<file path="src/rtl/smol_alu_arb_pkg.sv">
// Shared types for the smolALU arbiter: ALU widths, op codes, flag bundle,
// response-slot state and the debug view of the arbiter state.
package smol_pkg;

   localparam int DATA_W = 32;
   localparam int OP_W   = 5;

   typedef enum logic [OP_W-1:0] {
      ALU_ADD  = 5'd0,
      ALU_SUB  = 5'd1,
      ALU_AND  = 5'd2,
      ALU_OR   = 5'd3,
      ALU_XOR  = 5'd4,
      ALU_SRL  = 5'd5,
      ALU_SLL  = 5'd6,
      ALU_SLTU = 5'd7
   } alu_op_e;

   typedef struct packed {
      logic overflow;
      logic carry;
   } alu_flags_t;

   typedef enum logic {
      SLOT_EMPTY = 1'b0,
      SLOT_FULL  = 1'b1
   } slot_state_e;

   // Fixed 2-bit fields cover the full 2..4 requester range.
   typedef struct packed {
      slot_state_e state;
      logic [1:0]  owner;
      logic [1:0]  rr_ptr;
   } arb_dbg_t;

   function automatic int ptr_w(input int n);
      return (n > 1) ? $clog2(n) : 1;
   endfunction

endpackage

</file>
<file path="src/rtl/smol_alu_arb_if.sv">
// Requester-side bus of the smolALU arbiter. Handshakes: a transfer happens on
// a clock edge where valid and ready are both 1; valid never waits for ready.
interface smol_alu_arb_if #(
   parameter int NUM_REQ = 2,
   parameter int DATA_W  = smol_pkg::DATA_W,
   parameter int OP_W    = smol_pkg::OP_W
);
   logic [NUM_REQ-1:0]        req_valid;
   logic [NUM_REQ-1:0]        req_ready;
   logic [NUM_REQ*DATA_W-1:0] req_rs1;
   logic [NUM_REQ*DATA_W-1:0] req_rs2_or_imm;
   logic [NUM_REQ*OP_W-1:0]   req_op_sel;
   logic [NUM_REQ-1:0]        rsp_valid;
   logic [NUM_REQ-1:0]        rsp_ready;
   logic [DATA_W-1:0]         rsp_data;
   logic [1:0]                rsp_flags;

   modport master (
      output req_valid, req_rs1, req_rs2_or_imm, req_op_sel, rsp_ready,
      input  req_ready, rsp_valid, rsp_data, rsp_flags
   );

   modport slave (
      input  req_valid, req_rs1, req_rs2_or_imm, req_op_sel, rsp_ready,
      output req_ready, rsp_valid, rsp_data, rsp_flags
   );
endinterface

</file>
<file path="src/rtl/smol_rr_arbiter.sv">
// Round-robin one-hot arbiter: first requester at or after ptr, with wrap.
// No grant at all while en is low.
module smol_rr_arbiter #(
   parameter int N     = 2,
   parameter int PTR_W = (N > 1) ? $clog2(N) : 1
) (
   input  logic [N-1:0]     req,
   input  logic [PTR_W-1:0] ptr,
   input  logic             en,
   output logic [N-1:0]     gnt
);
   logic [PTR_W-1:0] idx;
   logic             found;

   always_comb begin
      gnt   = '0;
      found = 1'b0;
      idx   = '0;
      for (int k = 0; k < N; k++) begin
         idx = PTR_W'((int'(ptr) + k) % N);
         if (en && !found && req[idx]) begin
            gnt[idx] = 1'b1;
            found    = 1'b1;
         end
      end
   end
endmodule

</file>
<file path="src/rtl/smol_alu_arb.sv">
// Shares one combinational smolALU between NUM_REQ requesters with a single
// registered response slot. Optional SMOL_ALU_ARB_STATS_EN adds grant/stall counters.
module smol_alu_arb
   import smol_pkg::*;
#(
   parameter int NUM_REQ = 2,
   parameter int DATA_W  = smol_pkg::DATA_W,
   parameter int OP_W    = smol_pkg::OP_W
) (
   input  logic                clk,
   input  logic                rst,
   smol_alu_arb_if.slave       bus,
   output logic [DATA_W-1:0]   alu_rs1,
   output logic [DATA_W-1:0]   alu_rs2_or_imm,
   output logic [OP_W-1:0]     alu_op_sel,
   input  logic [DATA_W-1:0]   alu_out,
   input  logic                alu_carry,
   input  logic                alu_overflow,
   output arb_dbg_t            dbg_o
`ifdef SMOL_ALU_ARB_STATS_EN
  ,output logic [NUM_REQ*16-1:0] stat_grants
  ,output logic [15:0]           stat_stalls
`endif
);
   localparam int PTR_W = ptr_w(NUM_REQ);

   slot_state_e        state_q, state_d;
   logic [NUM_REQ-1:0] rsp_valid_q, rsp_valid_d;
   logic [DATA_W-1:0]  rsp_data_q, rsp_data_d;
   alu_flags_t         rsp_flags_q, rsp_flags_d;
   logic [PTR_W-1:0]   owner_q, owner_d;
   logic [PTR_W-1:0]   rr_ptr_q, rr_ptr_d;
   logic [PTR_W-1:0]   gnt_idx;
   logic [NUM_REQ-1:0] gnt;
   logic               rsp_fire, can_issue, issue;

   // A draining slot can be refilled in the same cycle, giving one op per cycle.
   assign rsp_fire  = (state_q == SLOT_FULL) && bus.rsp_ready[owner_q];
   assign can_issue = !rst && ((state_q == SLOT_EMPTY) || rsp_fire);

   smol_rr_arbiter #(.N(NUM_REQ), .PTR_W(PTR_W)) u_arb (
      .req (bus.req_valid),
      .ptr (rr_ptr_q),
      .en  (can_issue),
      .gnt (gnt)
   );

   assign issue         = |gnt;
   assign bus.req_ready = gnt;

   always_comb begin
      gnt_idx        = '0;
      alu_rs1        = '0;
      alu_rs2_or_imm = '0;
      alu_op_sel     = '0;
      for (int i = 0; i < NUM_REQ; i++) begin
         if (gnt[i]) begin
            gnt_idx        = PTR_W'(i);
            alu_rs1        = bus.req_rs1[i*DATA_W +: DATA_W];
            alu_rs2_or_imm = bus.req_rs2_or_imm[i*DATA_W +: DATA_W];
            alu_op_sel     = bus.req_op_sel[i*OP_W +: OP_W];
         end
      end
   end

   always_comb begin
      state_d     = state_q;
      rsp_valid_d = rsp_valid_q;
      rsp_data_d  = rsp_data_q;
      rsp_flags_d = rsp_flags_q;
      owner_d     = owner_q;
      rr_ptr_d    = rr_ptr_q;
      if (issue) begin
         state_d     = SLOT_FULL;
         rsp_valid_d = gnt;
         rsp_data_d  = alu_out;
         rsp_flags_d = '{overflow: alu_overflow, carry: alu_carry};
         owner_d     = gnt_idx;
         rr_ptr_d    = (gnt_idx == PTR_W'(NUM_REQ - 1)) ? '0 : gnt_idx + PTR_W'(1);
      end else if (rsp_fire) begin
         state_d     = SLOT_EMPTY;
         rsp_valid_d = '0;
      end
   end

   always_ff @(posedge clk) begin
      if (rst) begin
         state_q     <= SLOT_EMPTY;
         rsp_valid_q <= '0;
         rsp_data_q  <= '0;
         rsp_flags_q <= '0;
         owner_q     <= '0;
         rr_ptr_q    <= '0;
      end else begin
         state_q     <= state_d;
         rsp_valid_q <= rsp_valid_d;
         rsp_data_q  <= rsp_data_d;
         rsp_flags_q <= rsp_flags_d;
         owner_q     <= owner_d;
         rr_ptr_q    <= rr_ptr_d;
      end
   end

   assign bus.rsp_valid = rsp_valid_q;
   assign bus.rsp_data  = rsp_data_q;
   assign bus.rsp_flags = rsp_flags_q;
   assign dbg_o         = '{state: state_q, owner: 2'(owner_q), rr_ptr: 2'(rr_ptr_q)};

`ifdef SMOL_ALU_ARB_STATS_EN
   logic [NUM_REQ-1:0][15:0] grant_cnt_q;
   logic [15:0]              stall_cnt_q;

   always_ff @(posedge clk) begin
      if (rst) begin
         grant_cnt_q <= '0;
         stall_cnt_q <= '0;
      end else begin
         for (int i = 0; i < NUM_REQ; i++) begin
            if (gnt[i] && grant_cnt_q[i] != 16'hFFFF) grant_cnt_q[i] <= grant_cnt_q[i] + 16'd1;
         end
         if ((|bus.req_valid) && !issue && stall_cnt_q != 16'hFFFF) stall_cnt_q <= stall_cnt_q + 16'd1;
      end
   end

   assign stat_grants = grant_cnt_q;
   assign stat_stalls = stall_cnt_q;
`endif
endmodule
</file>
<file path="src/flat_wrapper.sv">
// flat-port wrapper written by rule: the top's interface ports become plain ports
module smol_alu_arb_flat import smol_pkg::*;
#(
   parameter int NUM_REQ = 2,
   parameter int DATA_W  = smol_pkg::DATA_W,
   parameter int OP_W    = smol_pkg::OP_W
)
  (clk, rst, alu_rs1, alu_rs2_or_imm, alu_op_sel, alu_out, alu_carry, alu_overflow, dbg_o, bus_req_valid, bus_req_rs1, bus_req_rs2_or_imm, bus_req_op_sel, bus_rsp_ready, bus_req_ready, bus_rsp_valid, bus_rsp_data, bus_rsp_flags);
  smol_alu_arb_if #(.NUM_REQ(NUM_REQ), .DATA_W(DATA_W), .OP_W(OP_W)) bus_i ();
  input  logic clk;
  input  logic rst;
  output logic [DATA_W-1:0] alu_rs1;
  output logic [DATA_W-1:0] alu_rs2_or_imm;
  output logic [OP_W-1:0] alu_op_sel;
  input  logic [DATA_W-1:0] alu_out;
  input  logic alu_carry;
  input  logic alu_overflow;
  output arb_dbg_t dbg_o;
  input wire logic [$bits(bus_i.req_valid)-1:0] bus_req_valid;
  input wire logic [$bits(bus_i.req_rs1)-1:0] bus_req_rs1;
  input wire logic [$bits(bus_i.req_rs2_or_imm)-1:0] bus_req_rs2_or_imm;
  input wire logic [$bits(bus_i.req_op_sel)-1:0] bus_req_op_sel;
  input wire logic [$bits(bus_i.rsp_ready)-1:0] bus_rsp_ready;
  output wire logic [$bits(bus_i.req_ready)-1:0] bus_req_ready;
  output wire logic [$bits(bus_i.rsp_valid)-1:0] bus_rsp_valid;
  output wire logic [$bits(bus_i.rsp_data)-1:0] bus_rsp_data;
  output wire logic [$bits(bus_i.rsp_flags)-1:0] bus_rsp_flags;
  assign bus_i.req_valid = bus_req_valid;
  assign bus_i.req_rs1 = bus_req_rs1;
  assign bus_i.req_rs2_or_imm = bus_req_rs2_or_imm;
  assign bus_i.req_op_sel = bus_req_op_sel;
  assign bus_i.rsp_ready = bus_rsp_ready;
  assign bus_req_ready = bus_i.req_ready;
  assign bus_rsp_valid = bus_i.rsp_valid;
  assign bus_rsp_data = bus_i.rsp_data;
  assign bus_rsp_flags = bus_i.rsp_flags;
  smol_alu_arb #(.NUM_REQ(NUM_REQ), .DATA_W(DATA_W), .OP_W(OP_W)) u_core (.clk(clk), .rst(rst), .bus(bus_i), .alu_rs1(alu_rs1), .alu_rs2_or_imm(alu_rs2_or_imm), .alu_op_sel(alu_op_sel), .alu_out(alu_out), .alu_carry(alu_carry), .alu_overflow(alu_overflow), .dbg_o(dbg_o));
endmodule
</file>
<file path="config.mk">
export PLATFORM = sky130hd
export DESIGN_NAME = smol_alu_arb_flat
export DESIGN_NICKNAME = d
export VERILOG_FILES = /design/src/rtl/smol_alu_arb_pkg.sv /design/src/rtl/smol_alu_arb_if.sv /design/src/rtl/smol_rr_arbiter.sv /design/src/rtl/smol_alu_arb.sv /design/src/flat_wrapper.sv
export SDC_FILE = /design/constraint.sdc
export NUM_CORES = 1
export LEC_CHECK = 0
export ABC_AREA = 0
export BUFFER_PORTS_ARGS = -buffer_cell sky130_fd_sc_hd__buf_4
export CORE_AREA = 8 8 106 108
export DETAILED_ROUTE_END_ITERATION = 8
export DIE_AREA = 0 0 114 116
export PLACE_DENSITY_LB_ADDON = 0.12
export SETUP_SLACK_MARGIN = 0.3
export SYNTH_ARGS = -nofsm -noshare
export SYNTH_HDL_FRONTEND = slang
export SYNTH_SLANG_ARGS = --single-unit
</file>
<file path="constraint.sdc">
create_clock -name clk -period 1.6 [get_ports clk]
set_clock_uncertainty 0.2 [all_clocks]
set_input_delay 0 -clock clk [delete_from_list [all_inputs] [get_ports clk]]
set_output_delay 0 -clock clk [all_outputs]
set_load 0.005 [all_outputs]
</file>
==> summary.txt <==
Status
  • Run status: complete, but fails checks
  • Failing checks: negative hold slack, negative setup slack

Layout
  • FILL cells: 877
  • Total inserted antenna cells: 0
  • Fin util: 61.9%
  • Layout Nets: 914
  • Share of cells above drive strength 1: 46.4%
  • Layout area overhead: 112%

Min path
  • Hold WC Path Type: primary input to flip-flop
  • Hold depth: 4
  • Hold_sp: rst
  • Hold path endpoint: u_core.bus.rsp_data[13]$_SDFFE_PP0P_

Detailed routing
  • DRT Wirelength: 15,800 µm
  • First-pass DRT Iterations: 6
  • Vias: 4,138
  • Routed wire per std cell: 18.1 µm
  • DRC: 0
  • Vias/cell: 4.76
  • Antenna violation net count after detailed routing: 0
  • DRT iter0 DRCs: 322

Pwr
  • Int Pwr: 0.00228 W
  • Leak: 2.95 nW
  • Worst VDD drop: 604 µV
  • Sw power: 0.00102 W
  • Clock share of power: 19.4%
  • Cell area power density: 558 nW/µm²
  • Sw Ratio: 31.0%
  • Reg power frac: 33.4%
  • Gate power share: 47.3%
  • Tot Pwr: 0.00330 W

Floorplanning
  • DIE AREA: 13,200 µm²
  • Initial Utilization: 29.2%
  • Die W: 114 µm
  • Core ar.: 9550 µm²
  • # IOs: 290
  • Die span in y: 116 µm
  • Row count: 36

Critical path
  • Worst R2R Start: u_core.owner_q$_SDFFE_PP0P_
  • Reg2reg end: u_core.bus.rsp_data[31]$_SDFFE_PP0P_
  • Crit path capture type: output port
  • Crit-path max FO: 11
  • Worst reg-to-reg path cell count: 7
  • Worst EP required: 1400 ps
  • Type of the worst setup path: flip-flop to output port
  • Critical Path Start Type: flip-flop
  • CP Data Arrival Time: 1640 ps
  • R2r setup slk: -70 ps

Logic synthesis
  • Ys flop type: dfxtp_1
  • Mapped cell area: 2790 µm²
  • Mux contribution to synthesized area: 13.3%
  • Xor-xnor portion of the synthesized cell area: 0%
  • Top-count cell post-synth: nand2_1
  • Asr flop ratio synth: 0%
  • Synth Area in Compound Gates: 16.0%
  • Top cells by area, synth: dfxtp_1, nand2_1, mux2i_1
  • Post-synth top area cell: dfxtp_1
  • Synth top area share: 28.0%
  • Synth Register Bits: 39
  • Syn Area/Cell: 6.61 µm²
  • Synth cell count leaders: nand2_1, a21oi_1, nand3_1
  • Simple-gate share of the synthesized area: 32.0%
  • Post-Synth Adder-Cell Area: 0%
  • Largest family of logic cells by synthesized area: simple AND/OR/NAND/NOR gates
  • Yosys cell types: 24
  • EDFF count, synth: 0
  • Syn. warnings: 0
  • Sequential share of the synthesized area: 28.0%
  • Cell count after synthesis: 422

Clock tree
  • CTS tree: yes
  • Root Buffer: clkbuf_8
  • H-tree lvl count: 2
  • Clock Tree Buf Depth: 2
  • Clk sinks: 39
  • Clk Latency, worst-skew pair: 290 ps
  • Clk slew on worst S/H paths: 70 ps
  • Cts bufs inserted: 5

Global routing
  • Vias in the first global route: 4,051
  • Met3 Use GR: 6.72%
  • Grt met2 use: 39.7%
  • Initial antenna violation count: 0
  • Largest net degree at the start of global routing: 54
  • Met1 GRT Util: 21.6%
  • Total track usage: 20.8%
  • First-pass GRT wire length: 22,000 µm
  • GRT Max-Usage Layer: met2
  • Total grt overflow: 0

Placement
  • DP HPWL: 11,000 µm
  • I/O Buffers: 287
  • RePlAce Congestion: 0.923

Run
  • Number of max-cap violations: 0

STA
  • Setup ws final: -239 ps
  • RSZ-0062 raised after global routing: true
  • Fin. max-slew vios: 0
  • Hold WS: -67.6 ps
  • Fmax: 544 MHz
  • Final Hold Vio Count: 8
  • Period utilization: 115%
  • Final critical-path required period: 1840 ps
  • Final Setup Violations: 88
-- through the flow --
stage               TNS, ps  area [µm²]  hold WS (ps)  setup WS, ps  std cells
floorplan                 0        2820          -131           169        423
global route         -20530        5910         -29.8          -277        870
global placement          0        5050          18.8          49.0        809
detailed placement        0        5050          16.8          5.70        809
CTS                  -16080        5770          -111          -235        866
finish               -15810        5910         -67.6          -239        870
-- power by group through the flow --
| stage | sequential (W) | combinational [W] | clock (W) |
|---|---|---|---|
| 2_1_floorplan | 0.00112 | 0.000535 | 0 |
| 3_3_place_gp | 0.00112 | 0.00125 | 0 |
| 3_5_place_dp | 0.00112 | 0.00128 | 0 |
| 4_1_cts | 0.00110 | 0.00150 | 0.000661 |
| 5_1_grt | 0.00111 | 0.00167 | 0.000700 |
| 6_report | 0.00110 | 0.00156 | 0.000639 |
-- final cells by class --
class	count	area (µm²)	share of cell area, %
Clock buffer	7	76.3	1.29
Clock inverter	1	5.00	0.0846
Inverter	4	15.0	0.254
Multi-Input combinational cell	333	1830	30.9
Sequential cell	39	786	13.3
Tap cell	133	166	2.81
Timing Repair Buffer	353	3040	51.4
-- registers in the layout (all words and copies together) (netlist names) --
register              count
u_core.bus.rsp_data      32
u_core.bus.rsp_flags      2
u_core.bus.rsp_valid      2
u_core.owner_q            1
u_core.rr_ptr_q           1
u_core.state_q            1
-- layer usage --
layer  wire (µm)  vias up
li1            -     2048
met1        5700     1873
met2        8350      198
met3        1460       19
met4         239        0
met5           0        -
-- cells by family after synthesis --
kind of cell / Yosys count
AO/OA/AOI/OAI: 81
multiplexers: 37
buffers and inverters: 51
AND/OR/NAND/NOR: 213
flip-flops: 39
other: 1
-- worst max-delay path by stage --
stage,endpoint,depth (start not counted),startpoint,slack (ps)
final,alu_rs2_or_imm[5],6,u_core.owner_q$_SDFFE_PP0P_,-240
after global routing,alu_rs2_or_imm[9],6,u_core.owner_q$_SDFFE_PP0P_,-280
after CTS,alu_rs2_or_imm[2],6,u_core.owner_q$_SDFFE_PP0P_,-230
after detailed placement,alu_rs1[25],5,u_core.owner_q$_SDFFE_PP0P_,6
after global placement,alu_rs1[25],5,u_core.owner_q$_SDFFE_PP0P_,50
after floorplan,u_core.bus.rsp_data[0]$_SDFFE_PP0P_,4,u_core.owner_q$_SDFFE_PP0P_,170
-- critical path, cell delays in order, from the launching register on --
cell and delay (ps):
dfxtp_4 350, mux2_4 320, o21ai_4 170, buf_12 160, clkbuf_16 160, a21oi_1 50
buf_4 130
-- repair_timing --
action                     in CTS  in global routing
pin swaps                       1                  2
gates resized for setup        16                 15
cloned                          6                  2
setup buffers                   7                  0
setup endpoints to repair     109                110
hold buffers                   36                  2
hold endpoints to repair       39                  7
-- cells in the final DEF (no fill, tap or decap), types with 2 or more instances in the layout --
master	synthesis	layout
buf_4	13	292
nand2_1	139	138
nand3_1	69	69
a21oi_1	71	63
dlygate4sd3_1	0	38
dfxtp_1	39	37
mux2i_1	36	34
buf_12	0	9
a21oi_2	0	8
buf_16	0	6
clkbuf_8	0	5
buf_6	0	5
inv_1	3	3
nor2_1	3	3
mux2i_4	0	2
o21ai_0	2	2
nor3b_1	2	2
conb_1	1	2
clkbuf_1	15	2
clkbuf_16	0	2
(Power assumes the default switching activity.)
